<file path="config.mk">
export PLATFORM = sky130hd
export DESIGN_NAME = sd_sector_writer
export DESIGN_NICKNAME = d
export VERILOG_FILES = /design/src/rtl/sd_sector_writer.sv
export SDC_FILE = /design/constraint.sdc
export NUM_CORES = 2
export LEC_CHECK = 0
export BUFFER_PORTS_ARGS = -buffer_cell sky130_fd_sc_hd__buf_2
export CORE_ASPECT_RATIO = 0.75
export CORE_UTILIZATION = 35
export CTS_BUF_LIST = sky130_fd_sc_hd__clkbuf_2
export CTS_CLUSTER_DIAMETER = 30
export DETAILED_ROUTE_END_ITERATION = 16
export HOLD_SLACK_MARGIN = 0.15
export SLEW_MARGIN = 10
export SYNTH_ARGS = -nofsm -noshare
export SYNTH_HDL_FRONTEND = slang
export SYNTH_SLANG_ARGS = --single-unit
</file>
<file path="constraint.sdc">
create_clock -name clk_25mhz -period 20.2 [get_ports clk_25mhz]
set_clock_uncertainty 0.05 [all_clocks]
set_input_delay 0 -clock clk_25mhz [delete_from_list [all_inputs] [get_ports clk_25mhz]]
set_output_delay 0 -clock clk_25mhz [all_outputs]
set_load 0.05 [all_outputs]
</file>
<file path="src/rtl/sd_sector_writer.sv">
// Packs a byte stream into 512-byte sectors and drives the sd_controller write handshake.
// Optional SD_SECTOR_CHECKSUM_EN adds a per-sector mod-2^16 byte sum output (sector_sum).
module sd_sector_writer #(
  parameter logic [31:0] BASE_ADDR   = 32'h0000_0000,
  parameter int unsigned MAX_SECTORS = 1024,
  parameter logic [7:0]  PAD_BYTE    = 8'h00
) (
  input  logic        clk_25mhz,
  input  logic        reset,
  input  logic [7:0]  in_data,
  input  logic        in_valid,
  output logic        in_ready,
  input  logic        flush,
  input  logic        sd_ready,
  input  logic        sd_ready_for_next_byte,
  output logic        sd_wr,
  output logic [7:0]  sd_din,
  output logic [31:0] sd_addr,
  output logic        busy,
  output logic        full,
  output logic [15:0] sectors_done
`ifdef SD_SECTOR_CHECKSUM_EN
  ,
  output logic [15:0] sector_sum
`endif
);

  typedef enum logic [2:0] {
    S_FILL, S_PAD, S_WAIT_RDY, S_ISSUE, S_SEND, S_WAIT_DONE, S_FULL
  } state_t;

  state_t      state, state_next;
  logic [8:0]  fill_ptr;
  logic [8:0]  send_ptr;
  logic [7:0]  sector_buf [512];
  logic [7:0]  rd_data;
  logic        buf_we;
  logic [7:0]  buf_wdata;
  logic        send_adv;
  logic        sector_complete;
  logic [16:0] done_inc;
  logic        reach_max;

  assign done_inc  = {1'b0, sectors_done} + 17'd1;
  assign reach_max = {15'd0, done_inc} >= 32'(MAX_SECTORS);

  // NOTE: every signal assigned in always_comb gets a default first, so no path can infer a latch.
  always_comb begin
    state_next      = state;
    buf_we          = 1'b0;
    buf_wdata       = in_data;
    send_adv        = 1'b0;
    sector_complete = 1'b0;
    case (state)
      S_FILL: begin
        if (in_valid) begin
          buf_we = 1'b1;
          // The last byte of a sector wins over a coincident flush.
          if (fill_ptr == 9'd511)  state_next = S_WAIT_RDY;
          else if (flush)          state_next = S_PAD;
        end else if (flush && fill_ptr != 9'd0) begin
          state_next = S_PAD;
        end
      end
      S_PAD: begin
        buf_we    = 1'b1;
        buf_wdata = PAD_BYTE;
        if (fill_ptr == 9'd511) state_next = S_WAIT_RDY;
      end
      S_WAIT_RDY: begin
        if (sd_ready) state_next = S_ISSUE;
      end
      S_ISSUE: begin
        if (!sd_ready) state_next = S_SEND;
      end
      S_SEND: begin
        if (sd_ready_for_next_byte) begin
          send_adv = 1'b1;
          if (send_ptr == 9'd511) state_next = S_WAIT_DONE;
        end
      end
      S_WAIT_DONE: begin
        if (sd_ready) begin
          sector_complete = 1'b1;
          state_next      = reach_max ? S_FULL : S_FILL;
        end
      end
      S_FULL:  state_next = S_FULL;
      default: state_next = S_FILL;
    endcase
  end

  // NOTE: sequential state uses non-blocking assignments so every register samples pre-edge values.
  always_ff @(posedge clk_25mhz) begin
    if (reset) begin
      state        <= S_FILL;
      fill_ptr     <= 9'd0;
      send_ptr     <= 9'd0;
      sd_addr      <= BASE_ADDR;
      sectors_done <= 16'd0;
    end else begin
      state <= state_next;
      if (buf_we)   fill_ptr <= fill_ptr + 9'd1;
      if (send_adv) send_ptr <= send_ptr + 9'd1;
      if (sector_complete) begin
        fill_ptr <= 9'd0;
        sd_addr  <= sd_addr + 32'd512;
        if (sectors_done != 16'hFFFF) sectors_done <= sectors_done + 16'd1;
      end
    end
  end

  // NOTE: the sector buffer has no reset; every byte is rewritten before it is ever sent.
  always_ff @(posedge clk_25mhz) begin
    if (buf_we) sector_buf[fill_ptr] <= buf_wdata;
    rd_data <= sector_buf[send_ptr];
  end

`ifdef SD_SECTOR_CHECKSUM_EN
  logic [15:0] run_sum;

  always_ff @(posedge clk_25mhz) begin
    if (reset) begin
      run_sum    <= 16'd0;
      sector_sum <= 16'd0;
    end else if (sector_complete) begin
      sector_sum <= run_sum;
      run_sum    <= 16'd0;
    end else if (buf_we) begin
      run_sum <= run_sum + {8'd0, buf_wdata};
    end
  end
`endif

  assign in_ready = (state == S_FILL);
  assign busy     = (state != S_FILL);
  assign full     = (state == S_FULL);
  assign sd_wr    = (state == S_ISSUE);
  // send_ptr sits at 0 from WAIT_RDY on, so buf[0] is already in rd_data when ISSUE starts.
  assign sd_din   = (state == S_ISSUE || state == S_SEND) ? rd_data : 8'h00;

endmodule
</file>
==> reports/summary.md <==
The tools report the number of primary I/O pins as 74. The worst register-to-register path ends at rd_data[6]$_DFF_P_. The effective utilization at floorplan is 0.352, and the part of the power in the clock network is 0.314. Leaving out fill and tap cells, the most frequent cell in the layout is sky130_fd_sc_hd__edfxtp_1. The HPWL after detailed placement is 270000 um. For the pin with the worst max-slew slack, the measured transition is 1330 ps. The routed design has 464000 um of wire. In the synthesized netlist the dominant register cell turns out to be sky130_fd_sc_hd__edfxtp_1.

The total die area was 466000 um^2; the post-layout minimum cycle time was 6750 ps. The worst register-to-register path has a setup slack of 13450 ps. The fraction of registers with async set/reset is 0. The number of cells on the worst reg-to-reg path is 12. In the layout the commonest cells are sky130_fd_sc_hd__edfxtp_1 (4096), sky130_fd_sc_hd__clkbuf_2 (1370), sky130_fd_sc_hd__mux4_2 (1021), sky130_fd_sc_hd__nor2_1 (621), sky130_fd_sc_hd__mux2i_1 (329). The run gives 0.193 as the overall track demand over capacity in global routing. Clock-pin slew was measured on the worst setup and hold paths at 130 ps. During placement, the flow inserted port buffers numbering 64. The horizontal extent of the die was 788 um. In this run the clock root is driven by a sky130_fd_sc_hd__clkbuf_2. Summing all multi-input logic gate instances after layout gives 35600 um^2. Before antenna repair, the detailed router went through 7 iterations. In this run the power spent charging and discharging nets is 0.00464 W. The sequential cells in the finished layout cover a total of 124000 um^2. The normalized max-slew margin was 0.113; the number of max-cap violations was 0. Counting the buffers created by CTS gives 907. Including well taps, the total number of placed cells is 13.5k. Using the TritonRoute via totals, the vias-per-cell ratio works out to 5.63.

For this design the static power due to leakage is 54.6 nW. The run gives 52 as the initial antenna violation count. Data arrives at the worst endpoint at 8590 ps. The cell count after synthesis was 7659. The worst hold path was traced through 6 stages.

Final number of max-transition violations: 0. For this run, the number of standard cells in the final layout without fillers is 15.2k. The first global-routing pass estimated 647000 um of wire. The number of enable flip-flop cells after synthesis was 4096. The mean instance size in the synthesized netlist is 21.2 um^2.

The count of final hold-check violations was 0. The kind of start point of the critical path was a flop. For this run, the top clock speed supported by timing is 0.148 GHz. Synthesis inferred 4164 register bits. VDD sags by at most 0.0838 mV.

For the row count, the log shows 216. After the last flow step, the layout net total stands at 8431. For this run the aggregate overflow at the end of global routing stands at 0. The buffer depth of the longest clock path is 4.

Dividing the detail-routed wire length by the instance count gives 30.5 um. The congestion estimate from routability-driven global placement came to 0.836. Count of warnings emitted by yosys: 0.

Ranked by total cell area, the synthesized netlist is headed by sky130_fd_sc_hd__edfxtp_1 (76%), sky130_fd_sc_hd__mux4_2 (14%), sky130_fd_sc_hd__mux2i_1 (2.0%). In this run the power density over the cells is 96.2 nW/um^2. Tracing the worst setup path back leads to its startpoint at send_ptr[1]$_SDFFE_PP0P_.

The synthesized netlist occupies a cell area of 162000 um^2. Of all nets on the critical path, the largest fanout is 137. The largest net degree at the start of global routing was 200; the clock insertion delay at the later pin of the skew report was 2050 ps. The via count of the first global-routing pass was 84.6k; the final antenna-violating net count was 0. The sequential power share is 0.600, and the number of DRC markers in iteration 0 is 12.0k. Fraction of post-synthesis cell area in the top cell type by area: 0.758. In this run the critical register-to-register path is launched from send_ptr[1]$_SDFFE_PP0P_.

In the routed design, unresolved DRC markers number 0. After routing, the total negative slack on setup checks comes to 0 ps. TritonCTS built the clock tree. Internal power comes to 0.0126 W.

Worst setup path category: reg -> reg. The sequential-to-total area share from yosys stat came out at 0.766. In this run the standard cell core region covers 462000 um^2. The clock tree synthesis step divided the H-tree into 6 levels. The via count of the routed design was 85.7k; the number of distinct library cells after synthesis was 79. For this design, the sink count on the clock tree is 4164. The final cycle utilization of the critical path was 0.334; the switching part of the total power was 0.270.

The flow ran to the end, and the final reports show no timing, DRC or antenna violations. The area added between synthesis and finish came out at 10.1%. Fill cell instance count of the final layout: 41.5k. The biggest area contributor in the post-synthesis netlist is sky130_fd_sc_hd__edfxtp_1. For the worst setup path, the data required time is 22040 ps. The share of post-route cells with drive strength above 1 was 0.311; the height of the die was 592 um.

The startpoint identified for the worst hold timing path is in_data[5]. Setup repair after global routing left no endpoint under its margin. The path class of the tightest hold or removal check is in -> reg. The path with the worst hold slack has its endpoint at sector_buf[44][5]$_DFFE_PP_. Setup violations remaining at the end of the flow were counted as 0. Type of destination of the critical path: a flop.

The run gives 0.086 as the combinational share of power.
==> cell usage after synthesis (22+ instances only) <==
master,instances
sky130_fd_sc_hd__edfxtp_1,4096
sky130_fd_sc_hd__mux4_2,1021
sky130_fd_sc_hd__nor2_1,628
sky130_fd_sc_hd__mux2i_1,329
sky130_fd_sc_hd__clkbuf_1,204
sky130_fd_sc_hd__nand2_1,193
sky130_fd_sc_hd__buf_2,137
sky130_fd_sc_hd__a21oi_1,116
sky130_fd_sc_hd__o21ai_0,76
sky130_fd_sc_hd__dfxtp_1,68
sky130_fd_sc_hd__nand3_1,64
sky130_fd_sc_hd__buf_4,60
sky130_fd_sc_hd__o221ai_1,60
sky130_fd_sc_hd__buf_6,54
sky130_fd_sc_hd__a221oi_1,48
sky130_fd_sc_hd__a22oi_1,40
sky130_fd_sc_hd__o22ai_1,39
sky130_fd_sc_hd__mux2_2,34
sky130_fd_sc_hd__o211ai_1,30
sky130_fd_sc_hd__nor2b_1,29
sky130_fd_sc_hd__a31oi_1,24
sky130_fd_sc_hd__a211oi_1,22
sky130_fd_sc_hd__nor3_1,22
==> metrics by stage <==
stage / util / hold WS, ps / instance area (um^2) / setup WS [ps] / power (W)
final: 0.387 / 416 / 179000 / 13450 / 0.0172
after global routing: 0.387 / 330 / 179000 / 13280 / 0.0178
after global placement: 0.367 / 372 / 170000 / 12840 / 0.0119
after detailed placement: 0.368 / 424 / 170000 / 13470 / 0.0120
after CTS: 0.387 / 167 / 179000 / 13390 / 0.0173
after floorplan: - / 224 / 162000 / 4310 / 0.0117
==> critical path: stages (launching register included) <==
cell and delay, ps:
sky130_fd_sc_hd__dfxtp_4 780, sky130_fd_sc_hd__buf_4 690, sky130_fd_sc_hd__buf_12 590, sky130_fd_sc_hd__buf_12 530
sky130_fd_sc_hd__buf_4 650, sky130_fd_sc_hd__buf_4 710, sky130_fd_sc_hd__mux4_2 400, sky130_fd_sc_hd__mux4_2 550
sky130_fd_sc_hd__nand2_1 190, sky130_fd_sc_hd__a21oi_1 340, sky130_fd_sc_hd__a311oi_1 380, sky130_fd_sc_hd__o211ai_1 150
sky130_fd_sc_hd__o32a_1 230
==> sequential cells by signal, summed over array words and instances (netlist names) <==
| signal | cells |
|---|---|
| sector_buf | 4096 |
| sd_addr | 23 |
| sectors_done | 16 |
| fill_ptr | 9 |
| send_ptr | 9 |
| rd_data | 8 |
| state | 3 |
==> cell type report <==
class | count | share of cell area
multi-input combinational | 3003 | 0.199
inverter | 17 | 0.000441
sequential | 4164 | 0.696
timing repair buffer | 314 | 0.0147
antenna | 20 | 0.000280
clock buffer | 1370 | 0.0384
clock inverter | 227 | 0.00851
tap | 6104 | 0.0427
==> routing by layer <==
layer  GRT usage  wire [um]  vias to the layer above
li1            -          -                    33900
met1       0.285     192000                    45200
met2       0.274     199000                     5752
met3      0.0611      60700                      777
met4      0.0561      12700                       22
met5           0        138                        -
==> power by group through the flow <==
stage | combinational, W | clock (W) | sequential [W]
5_1_grt | 0.00155 | 0.00590 | 0.0103
3_5_place_dp | 0.00144 | 0 | 0.0105
3_3_place_gp | 0.00136 | 0 | 0.0105
4_1_cts | 0.00147 | 0.00548 | 0.0103
2_1_floorplan | 0.000671 | 0 | 0.0110
6_report | 0.00148 | 0.00539 | 0.0103
==> repair_timing <==
action | CTS | global route
buffers inserted | 0 | 0
hold buffers | 61 | 0
gates resized for setup | 0 | 0
endpoints found under the hold margin | 5706 | 0
==> cells by family (layout without fill, tap and decap cells) <==
| group | count (synthesis) | count (layout) | synth area share |
|---|---|---|---|
| flops | 4164 | 4164 | 0.766 |
| mux | 1384 | 1384 | 0.164 |
| simple gates | 1022 | 1022 | 0.0264 |
| compound gates | 540 | 540 | 0.0231 |
| buf+inv | 500 | 1928 | 0.0170 |
| xor+xnor | 38 | 38 | 0.00205 |
| fa+ha+maj | 10 | 10 | 0.000771 |
| other cells | 1 | 29 | 0.0000231 |
==> worst max-delay path by stage <==
stage,end,slack [ps],cells past startpoint
5_1_grt,rd_data[6]$_DFF_P_,13280,12
6_report,rd_data[6]$_DFF_P_,13450,12
4_1_cts,rd_data[6]$_DFF_P_,13390,12
3_3_place_gp,rd_data[1]$_DFF_P_,12840,11
2_1_floorplan,sector_buf[0][0]$_DFFE_PP_,4310,3
3_5_place_dp,rd_data[6]$_DFF_P_,13470,12
Power figures use the tool's default switching activity.
